[src/rtl/mem_arb_pkg.sv]
// Shared types and constants for the data-memory port arbiter.
// Consumed by mem_arb_pick and mem_port_arbiter.
package mem_arb_pkg;

    localparam int unsigned NUM_REQ = 3;

    typedef logic [1:0] req_idx_t;

    localparam req_idx_t REQ_FETCH = 2'd0;
    localparam req_idx_t REQ_LOAD  = 2'd1;
    localparam req_idx_t REQ_STORE = 2'd2;

    localparam logic MEM_RD = 1'b1;
    localparam logic MEM_WR = 1'b0;

    typedef enum logic {
        ARB_IDLE,
        ARB_RD_RESP
    } arb_state_e;

    // Next requester index in round-robin order, wrapping store -> fetch.
    function automatic req_idx_t rr_next(input req_idx_t idx);
        return (idx >= REQ_STORE) ? REQ_FETCH : idx + 2'd1;
    endfunction

    function automatic req_idx_t onehot_to_idx(input logic [NUM_REQ-1:0] oh);
        req_idx_t idx;
        idx = REQ_FETCH;
        for (int r = 0; r < NUM_REQ; r++) begin
            if (oh[r]) idx = req_idx_t'(r);
        end
        return idx;
    endfunction

endpackage

[src/rtl/mem_arb_pick.sv]
// Combinational winner select: round-robin from ptr+1 when MEM_ARB_RR_EN is
// defined, otherwise fixed priority load > store > fetch.
module mem_arb_pick
    import mem_arb_pkg::*;
(
    input  logic [NUM_REQ-1:0] req,
`ifdef MEM_ARB_RR_EN
    input  req_idx_t           ptr,
`endif
    output logic [NUM_REQ-1:0] win
);

`ifdef MEM_ARB_RR_EN
    always_comb begin
        req_idx_t cand;
        win  = '0;
        cand = rr_next(ptr);
        for (int k = 0; k < NUM_REQ; k++) begin
            if ((win == '0) && req[cand]) begin
                win[cand] = 1'b1;
            end
            cand = rr_next(cand);
        end
    end
`else
    always_comb begin
        win = '0;
        if (req[REQ_LOAD]) begin
            win[REQ_LOAD] = 1'b1;
        end else if (req[REQ_STORE]) begin
            win[REQ_STORE] = 1'b1;
        end else if (req[REQ_FETCH]) begin
            win[REQ_FETCH] = 1'b1;
        end
    end
`endif

endmodule

[src/rtl/mem_port_arbiter.sv]
// Shares one data-memory port between fetch, load and store; two-cycle reads,
// single-cycle writes. Arbitration policy selected by MEM_ARB_RR_EN.
module mem_port_arbiter
    import mem_arb_pkg::*;
#(
    parameter int unsigned ADDR_W = 32,
    parameter int unsigned DATA_W = 32
) (
    input  logic                                 i_clk,
    input  logic                                 i_rst,
    input  logic [NUM_REQ-1:0]                   req,
    input  logic [NUM_REQ-1:0]                   we,
    input  logic [NUM_REQ-1:0][ADDR_W-1:0]       addr,
    input  logic [NUM_REQ-1:0][DATA_W-1:0]       wdata,
    input  logic [NUM_REQ-1:0][DATA_W/8-1:0]     wstrb,
    output logic [NUM_REQ-1:0]                   gnt,
    output logic [NUM_REQ-1:0]                   rvalid,
    output logic [DATA_W-1:0]                    rdata,
    output logic                                 mem_rw_mode,
    output logic [ADDR_W-1:0]                    mem_addr,
    output logic [DATA_W-1:0]                    mem_wdata,
    output logic [DATA_W/8-1:0]                  mem_wstrb,
    input  logic [DATA_W-1:0]                    mem_rdata,
    output logic                                 busy
);

    arb_state_e         state_q;
    logic [NUM_REQ-1:0] rvalid_q;
    logic               busy_q;
    logic [NUM_REQ-1:0] win;
    logic               rd_grant;

`ifdef MEM_ARB_RR_EN
    req_idx_t ptr_q;
`endif

    mem_arb_pick u_pick (
        .req (req),
`ifdef MEM_ARB_RR_EN
        .ptr (ptr_q),
`endif
        .win (win)
    );

    assign gnt      = (state_q == ARB_IDLE) ? win : '0;
    assign rd_grant = |(gnt & ~we);

    // Bus parks in read mode with zeros whenever nothing is granted.
    always_comb begin
        mem_rw_mode = MEM_RD;
        mem_addr    = '0;
        mem_wdata   = '0;
        mem_wstrb   = '0;
        for (int r = 0; r < NUM_REQ; r++) begin
            if (gnt[r]) begin
                mem_rw_mode = we[r] ? MEM_WR : MEM_RD;
                mem_addr    = addr[r];
                mem_wdata   = wdata[r];
                mem_wstrb   = we[r] ? wstrb[r] : '0;
            end
        end
    end

    always_ff @(posedge i_clk or posedge i_rst) begin
        if (i_rst) begin
            state_q  <= ARB_IDLE;
            rvalid_q <= '0;
            busy_q   <= 1'b0;
`ifdef MEM_ARB_RR_EN
            ptr_q    <= REQ_STORE;
`endif
        end else begin
            case (state_q)
                ARB_IDLE: begin
                    if (rd_grant) begin
                        state_q  <= ARB_RD_RESP;
                        rvalid_q <= gnt;
                        busy_q   <= 1'b1;
                    end
`ifdef MEM_ARB_RR_EN
                    if (|gnt) begin
                        ptr_q <= onehot_to_idx(gnt);
                    end
`endif
                end
                ARB_RD_RESP: begin
                    state_q  <= ARB_IDLE;
                    rvalid_q <= '0;
                    busy_q   <= 1'b0;
                end
                default: begin
                    state_q  <= ARB_IDLE;
                    rvalid_q <= '0;
                    busy_q   <= 1'b0;
                end
            endcase
        end
    end

    assign rvalid = rvalid_q;
    assign busy   = busy_q;
    assign rdata  = (|rvalid_q) ? mem_rdata : '0;

    a_gnt_onehot: assert property (@(posedge i_clk) disable iff (i_rst) $onehot0(gnt));
    a_gnt_rvalid: assert property (@(posedge i_clk) disable iff (i_rst) (gnt & rvalid) == '0);
    a_rd_no_gnt:  assert property (@(posedge i_clk) disable iff (i_rst)
                                   (state_q == ARB_RD_RESP) |-> (gnt == '0));

endmodule
[config.mk]
export PLATFORM = sky130hd
export DESIGN_NAME = mem_port_arbiter
export DESIGN_NICKNAME = d
export VERILOG_FILES = /design/src/rtl/mem_arb_pkg.sv /design/src/rtl/mem_arb_pick.sv /design/src/rtl/mem_port_arbiter.sv
export SDC_FILE = /design/constraint.sdc
export NUM_CORES = 1
export LEC_CHECK = 0
export CAP_MARGIN = 20
export CORE_AREA = 2 2 137 139
export DETAILED_ROUTE_END_ITERATION = 10
export DIE_AREA = 0 0 139 141
export GPL_TIMING_DRIVEN = 0
export PLACE_DENSITY_LB_ADDON = 0.3
export SYNTH_ARGS = -nofsm -noshare
export SYNTH_HDL_FRONTEND = slang
export SYNTH_HIERARCHICAL = 1
export SYNTH_SLANG_ARGS = --single-unit
[constraint.sdc]
create_clock -name i_clk -period 1.7 [get_ports i_clk]
set_input_delay 0.34 -clock i_clk [delete_from_list [all_inputs] [get_ports i_clk]]
set_output_delay 0.34 -clock i_clk [all_outputs]
set_load 0.005 [all_outputs]
==> results of run 1 <==
[cells by family after synthesis]
kind of cell | Yosys count
compound gates | 74
flops | 5
buf+inv | 38
simple gates | 178
mux | 2
[power breakdown]
group          switching [mW]  internal (mW)  total, mW
clock network          0.0843          0.311      0.396
registers              0.0149          0.135      0.150
logic                   0.911           1.55       2.46
total                    1.01           1.99       3.00
[synthesized netlist by cell type, drive strengths merged]
| cell | number |
|---|---|
| nor2 | 129 |
| a221oi | 64 |
| nor2b | 37 |
| buf | 26 |
| clkbuf | 7 |
| a221o | 5 |
| dfrtp | 5 |
| inv | 5 |
| and3 | 4 |
| nor3b | 3 |
| nand2b | 2 |
| a211oi | 1 |
| a21oi | 1 |
| and2b | 1 |
| and3b | 1 |
| mux2 | 1 |
| mux2i | 1 |
| nor3 | 1 |
| o21ai | 1 |
| o31ai | 1 |
| o41ai | 1 |
[final timing paths]
path,from,endpoint,cells after the start
min,i_rst,rvalid[0],2
min reg2reg,busy,busy,2
max reg2reg,state_q,rvalid[1],7
max in group asynchronous,i_rst,state_q,2
max,state_q,mem_wdata[24],9
min in group i_clk,busy,busy,2
[flip-flops by register name, summed over array words and instances, names as in the netlist]
register / cells
state_q: 1
busy: 1
rvalid: 3
[critical path, cell delays in order (launching register included)]
cell,delay (ns)
dfrtp_2,0.43
nor3b_4,0.28
buf_12,0.16
buf_12,0.10
buf_12,0.12
buf_12,0.11
buf_6,0.08
a221oi_2,0.04
nor2_1,0.14
buf_2,0.14
[layer usage]
layer / track usage / vias up
li1: - / 1968
met1: 0.200 / 1843
met2: 0.274 / 125
met3: 0.0170 / 7
met4: 0.0128 / 0
met5: 0 / -
[layout make-up]
type	count	area share
Timing Repair Buffer	433	0.569
Multi-Input combinational cell	254	0.293
Buffer	31	0.0642
Tap cell	234	0.0412
Sequential cell	5	0.0178
Clock buffer	4	0.0111
Inverter	5	0.00370
[stage by stage]
step           hold slack [ns]  setup TNS [ns]  worst slack [ns]  instance area (um2)  instances
3_3_place_gp             0.511         -109.12             -1.35                 5910        882
4_1_cts                  0.321          -26.15            -0.481                 6820        953
5_1_grt                  0.332          -33.33            -0.567                 7100        966
6_report                 0.314          -27.55            -0.490                 7100        966
2_1_floorplan            0.119               0            0.0213                 2110        297
3_5_place_dp             0.508         -107.72             -1.37                 5910        882
[cells in the final DEF, fill, tap and decap left out, types with 2 or more instances in the layout]
cell,count
buf_16,4
buf_4,24
clkbuf_16,5
nor2b_4,9
buf_8,19
clkbuf_2,9
dfrtp_1,4
a221oi_4,7
clkdlybuf4s50_1,243
nor2b_2,3
and3_1,4
nor3b_4,3
inv_1,4
a221oi_2,57
clkbuf_4,2
buf_6,42
nor2_1,128
buf_2,96
buf_12,20
nor2b_1,25
a221o_1,5
[repair_timing]
item,CTS,global route
pin swaps,52,63
endpoints found under the setup margin,106,104
hold buffers,0,0
cloned,9,1
resized for setup,538,86
setup buffers,58,20
==> flow_summary.ini, run 1 <==
[worst_setup_path]
arrival_ns = 1.85
critPathLaunchType = flop
crit_required_ns = 1.36
crit_path_max_fanout = 5
r2r_setup_slack_ns = 0.22
critical_path_class = flop to output port
cp-end-kind = output port

[cells_and_area]
diodes = 0
utilization = 0.389
drive_gt1_frac = 0.419
seq_area_um2 = 126
multi_input_area_um2 = 2080
synthToLayoutAreaGrowth_pct = 237
nFillCells = 1883
final_nets = 977

[yosys]
yosys.area_share.simple = 0.387
synthesis.nets = 541
yosysUniqueCellTypes = 26
synthMuxAreaShare = 0.0101
synth_compound_area_frac = 0.431
ys_ff_latch = 5
synthTopCellsByArea = a221oi_2 (29%), nor2_1 (23%), nor2b_1 (11%)
synthCells = 297
syn_avg_cell_area_um2 = 7.08
yosys.area.top_type = a221oi_2
ys_seq_area_frac = 0.0595
synth_top_family_by_area = compound AO/OA/AOI/OAI gates
yosys.area_share.adder = 0
synth-xor-area-share = 0
syn_area_um2 = 2100
synth_top_area_share = 0.293
yosys_warnings = 6

[detailed_routing]
top_layer = met4
drt-met1-wl_mm = 7.02
wl_mm = 16.4
antenna_left = 0
first_pass_iters = 4
route.met2.wl_mm = 8.66
drt_drc_violations_left = 0
vias = 3943
wire_per_inst_um = 17.0
route.met3.wl_um = 629
vias_per_cell = 4.08
drt-initial-drc-count = 87

[power]
p_leak_nw = 3.12
power_density_nw_per_um2 = 423
vdd_drop_max_mv = 0.307
power.total_mw = 3.00

[global_route]
grt_pass1_wl_mm = 23.7
grt_use_total = 0.151
grt_pass1_vias = 3978
grt_max_degree = 11
globalRoute.totalOverflow = 0
antenna_found_initial = 0

[timing]
finalSetupViolCount = 98
timing_hold_violations_final = 0
fmax_mhz = 457
fin_ws_ns = -0.490
rsz0062_at_grt = true
max_slew_margin = 0.675
worst_pin_slew_ns = 0.487
period_minus_slack_ns = 2.19
final_max_slew_viol_count = 0
period_share = 1.29
fin_skew_ns = 0.00114

[placed_design]
port_buffers = 351
place_hpwl_mm = 12.1
gp_congestion = 0.776

[worst_hold_path]
holdCritPathClass = input pin to async pin

[clock_tree]
clkTransAtPathRegs_ns = 0.03
numCtsBuffers = 3
clockBufferDepth = 2
cts_sinks = 5
htreeDepth = 1
cts_root_buffer = clkbuf_16
clk-insertion-delay-late_ns = 0.23
tritoncts = done

[floorplanning]
coreArea_um2 = 18300
row_count = 50
die_area_um2 = 19600
die_h_um = 141
pin_count = 352
die_x_um = 139
initial_core_util = 0.115

[job]
maxCapViolCount = 0

[outcome]
status = complete, but fails checks
violations = negative setup slack
Note: power is estimated with default switching activity, not from simulation.
==> run 2, diff against run 1 <==
SLEW_MARGIN = 15   (was default)
==> results of run 2 <==
Same layout as run 1: the final DEF is identical, and so are final timing and power.
==> run 3, diff against run 2 <==
CORE_AREA = 2 2 138 140   (was 2 2 137 139)
DIE_AREA = 0 0 140 142   (was 0 0 139 141)
DONT_BUFFER_PORTS = 1   (was default)
==> flow_summary.ini, run 3 (synthesis results as in run 1) <==
[outcome]
status = complete, but fails checks
violations = design-rule violations, negative setup slack

[timing]
finalSetupViolCount = 69
final_max_slew_viol_count = 0
worst_pin_slew_ns = 0.418
fin_ws_ns = -0.239
period_share = 1.14
fmax_mhz = 516
timing_hold_violations_final = 0
rsz0062_at_grt = true
max_slew_margin = 0.721
fin_skew_ns = 0.00203
period_minus_slack_ns = 1.94
finalSetupTns_ns = -10.62

[worst_setup_path]
crit_required_ns = 1.36
crit_top_cell = nor3b_4
max_stage_delay_ns = 0.43
critical_path.cell_chain = nor3b_4 -> buf_6 -> nor3b_4 -> a221o_1
critPathSlowestCell = dfrtp_2
cp-end-kind = output port
path_buf_inv = 1
arrival_ns = 1.60
crit_path_max_fanout = 4
critPathLaunchType = flop
crit_family = simple AND/OR/NAND/NOR gates
critical_path_class = flop to output port

[detailed_routing]
vias_per_cell = 4.79
first_pass_iters = 9
wl_mm = 12.4
drt-initial-drc-count = 260
drt_drc_violations_left = 20
wire_per_inst_um = 22.4
vias = 2650
antenna_left = 0

[cells_and_area]
final_common_cell = nor2_1
largest_reg_flops = 3
seq_area_um2 = 126
final_nets = 563
synthToLayoutAreaGrowth_pct = 56.3
drive_gt1_frac = 0.425
final_cell_mix = nor2_1 (113), a221oi_2 (46), nor2b_1 (36), nor2_2 (16), buf_12 (14)
nFillCells = 2041
multi_input_area_um2 = 2050

[power]
p_clk_frac = 0.245
vdd_drop_max_mv = 0.287
seqPwrFrac = 0.099
switchingPower_mw = 0.666
sw_frac_of_total = 0.422
pwr-share-comb = 0.656
p_int_mw = 0.912
p_leak_nw = 1.19
power_density_nw_per_um2 = 480

[placed_design]
port_buffers = 0
pre_cts_slack_ns = -0.563
place_hpwl_mm = 9.94
gp_congestion = 0.909

[floorplanning]
die_area_um2 = 19900
die_x_um = 140
die_h_um = 142
coreArea_um2 = 18500
pin_count = 352
row_count = 50
initial_core_util = 0.114

[global_route]
grt_max_degree = 11
grt_pass1_wl_mm = 15.8
globalRoute.totalOverflow = 0
grt_pass1_vias = 2405
grt_use_total = 0.105
antenna_found_initial = 2

[job]
maxCapViolCount = 0

[clock_tree]
numCtsBuffers = 3
cts_sinks = 5
cts_root_buffer = clkbuf_16
clkTransAtPathRegs_ns = 0.03
clockBufferDepth = 2
tritoncts = done
clk-insertion-delay-late_ns = 0.23
htreeDepth = 1

[worst_hold_path]
holdCritPathClass = input pin to flop
run 3: cell type report:
class                   count  area share
repair buffers             17      0.0856
inverters                   5     0.00799
clock buffers               4      0.0240
multi-input cells         254       0.623
plain buffers              33       0.132
well taps                 234      0.0890
diodes                      1    0.000761
flip-flops and latches      5      0.0384
run 3: timing repair:
| action | CTS | global route |
|---|---|---|
| resized for setup | 97 | 32 |
| endpoints found under the hold margin | 5 | 0 |
| hold buffers | 1 | 0 |
| gates cloned | 4 | 4 |
| buffers inserted | 7 | 2 |
| pin swaps | 21 | 31 |
| setup endpoints to repair | 102 | 98 |
run 3: metrics by stage:
stage | power, mW | std cells | hold WS (ns) | utilization | cell area, um2
global route | 1.67 | 553 | 0.452 | 0.178 | 3290
CTS | 1.51 | 547 | 0.438 | 0.165 | 3040
finish | 1.58 | 553 | 0.432 | 0.178 | 3290
floorplan | 0.768 | 297 | 0.119 | - | 2110
global placement | 0.931 | 531 | 0.141 | 0.130 | 2400
detailed placement | 0.953 | 531 | 0.146 | 0.130 | 2400
run 3: tightest hold or removal path: cells and delay by family:
kind                   cells  cell delay (ns)
AO/OA/AOI/OAI              2             0.16
buffers and inverters      1             0.12
run 3: path summary, 6_finish.rpt:
path                          from            to  slack (ns)  cells after the start
setup / recovery           state_q  mem_wstrb[3]       -0.24                      4
hold / removal               we[0]     rvalid[0]        0.43                      3
setup reg to reg           state_q     rvalid[1]        0.46                      4
hold reg to reg               busy          busy        0.55                      2
max in group asynchronous    i_rst       state_q        1.04                      2
min in group asynchronous    i_rst     rvalid[2]        0.47                      2
run 3: per-layer routing:
| layer | share of wire | vias to the layer above | track usage |
|---|---|---|---|
| li1 | - | 1148 | - |
| met1 | 0.39 | 1252 | 0.139 |
| met2 | 0.50 | 215 | 0.175 |
| met3 | 0.088 | 33 | 0.0232 |
| met4 | 0.021 | 2 | 0.0229 |
| met5 | 0.0011 | - | 0 |
run 3: power by group through the flow:
stage                     clock [mW]  sequential, mW  combinational [mW]
after floorplan                    0           0.148               0.620
final                          0.386           0.157                1.04
after global routing           0.403           0.159                1.11
after detailed placement           0           0.156               0.798
after global placement             0           0.155               0.776
after CTS                      0.387           0.158               0.962
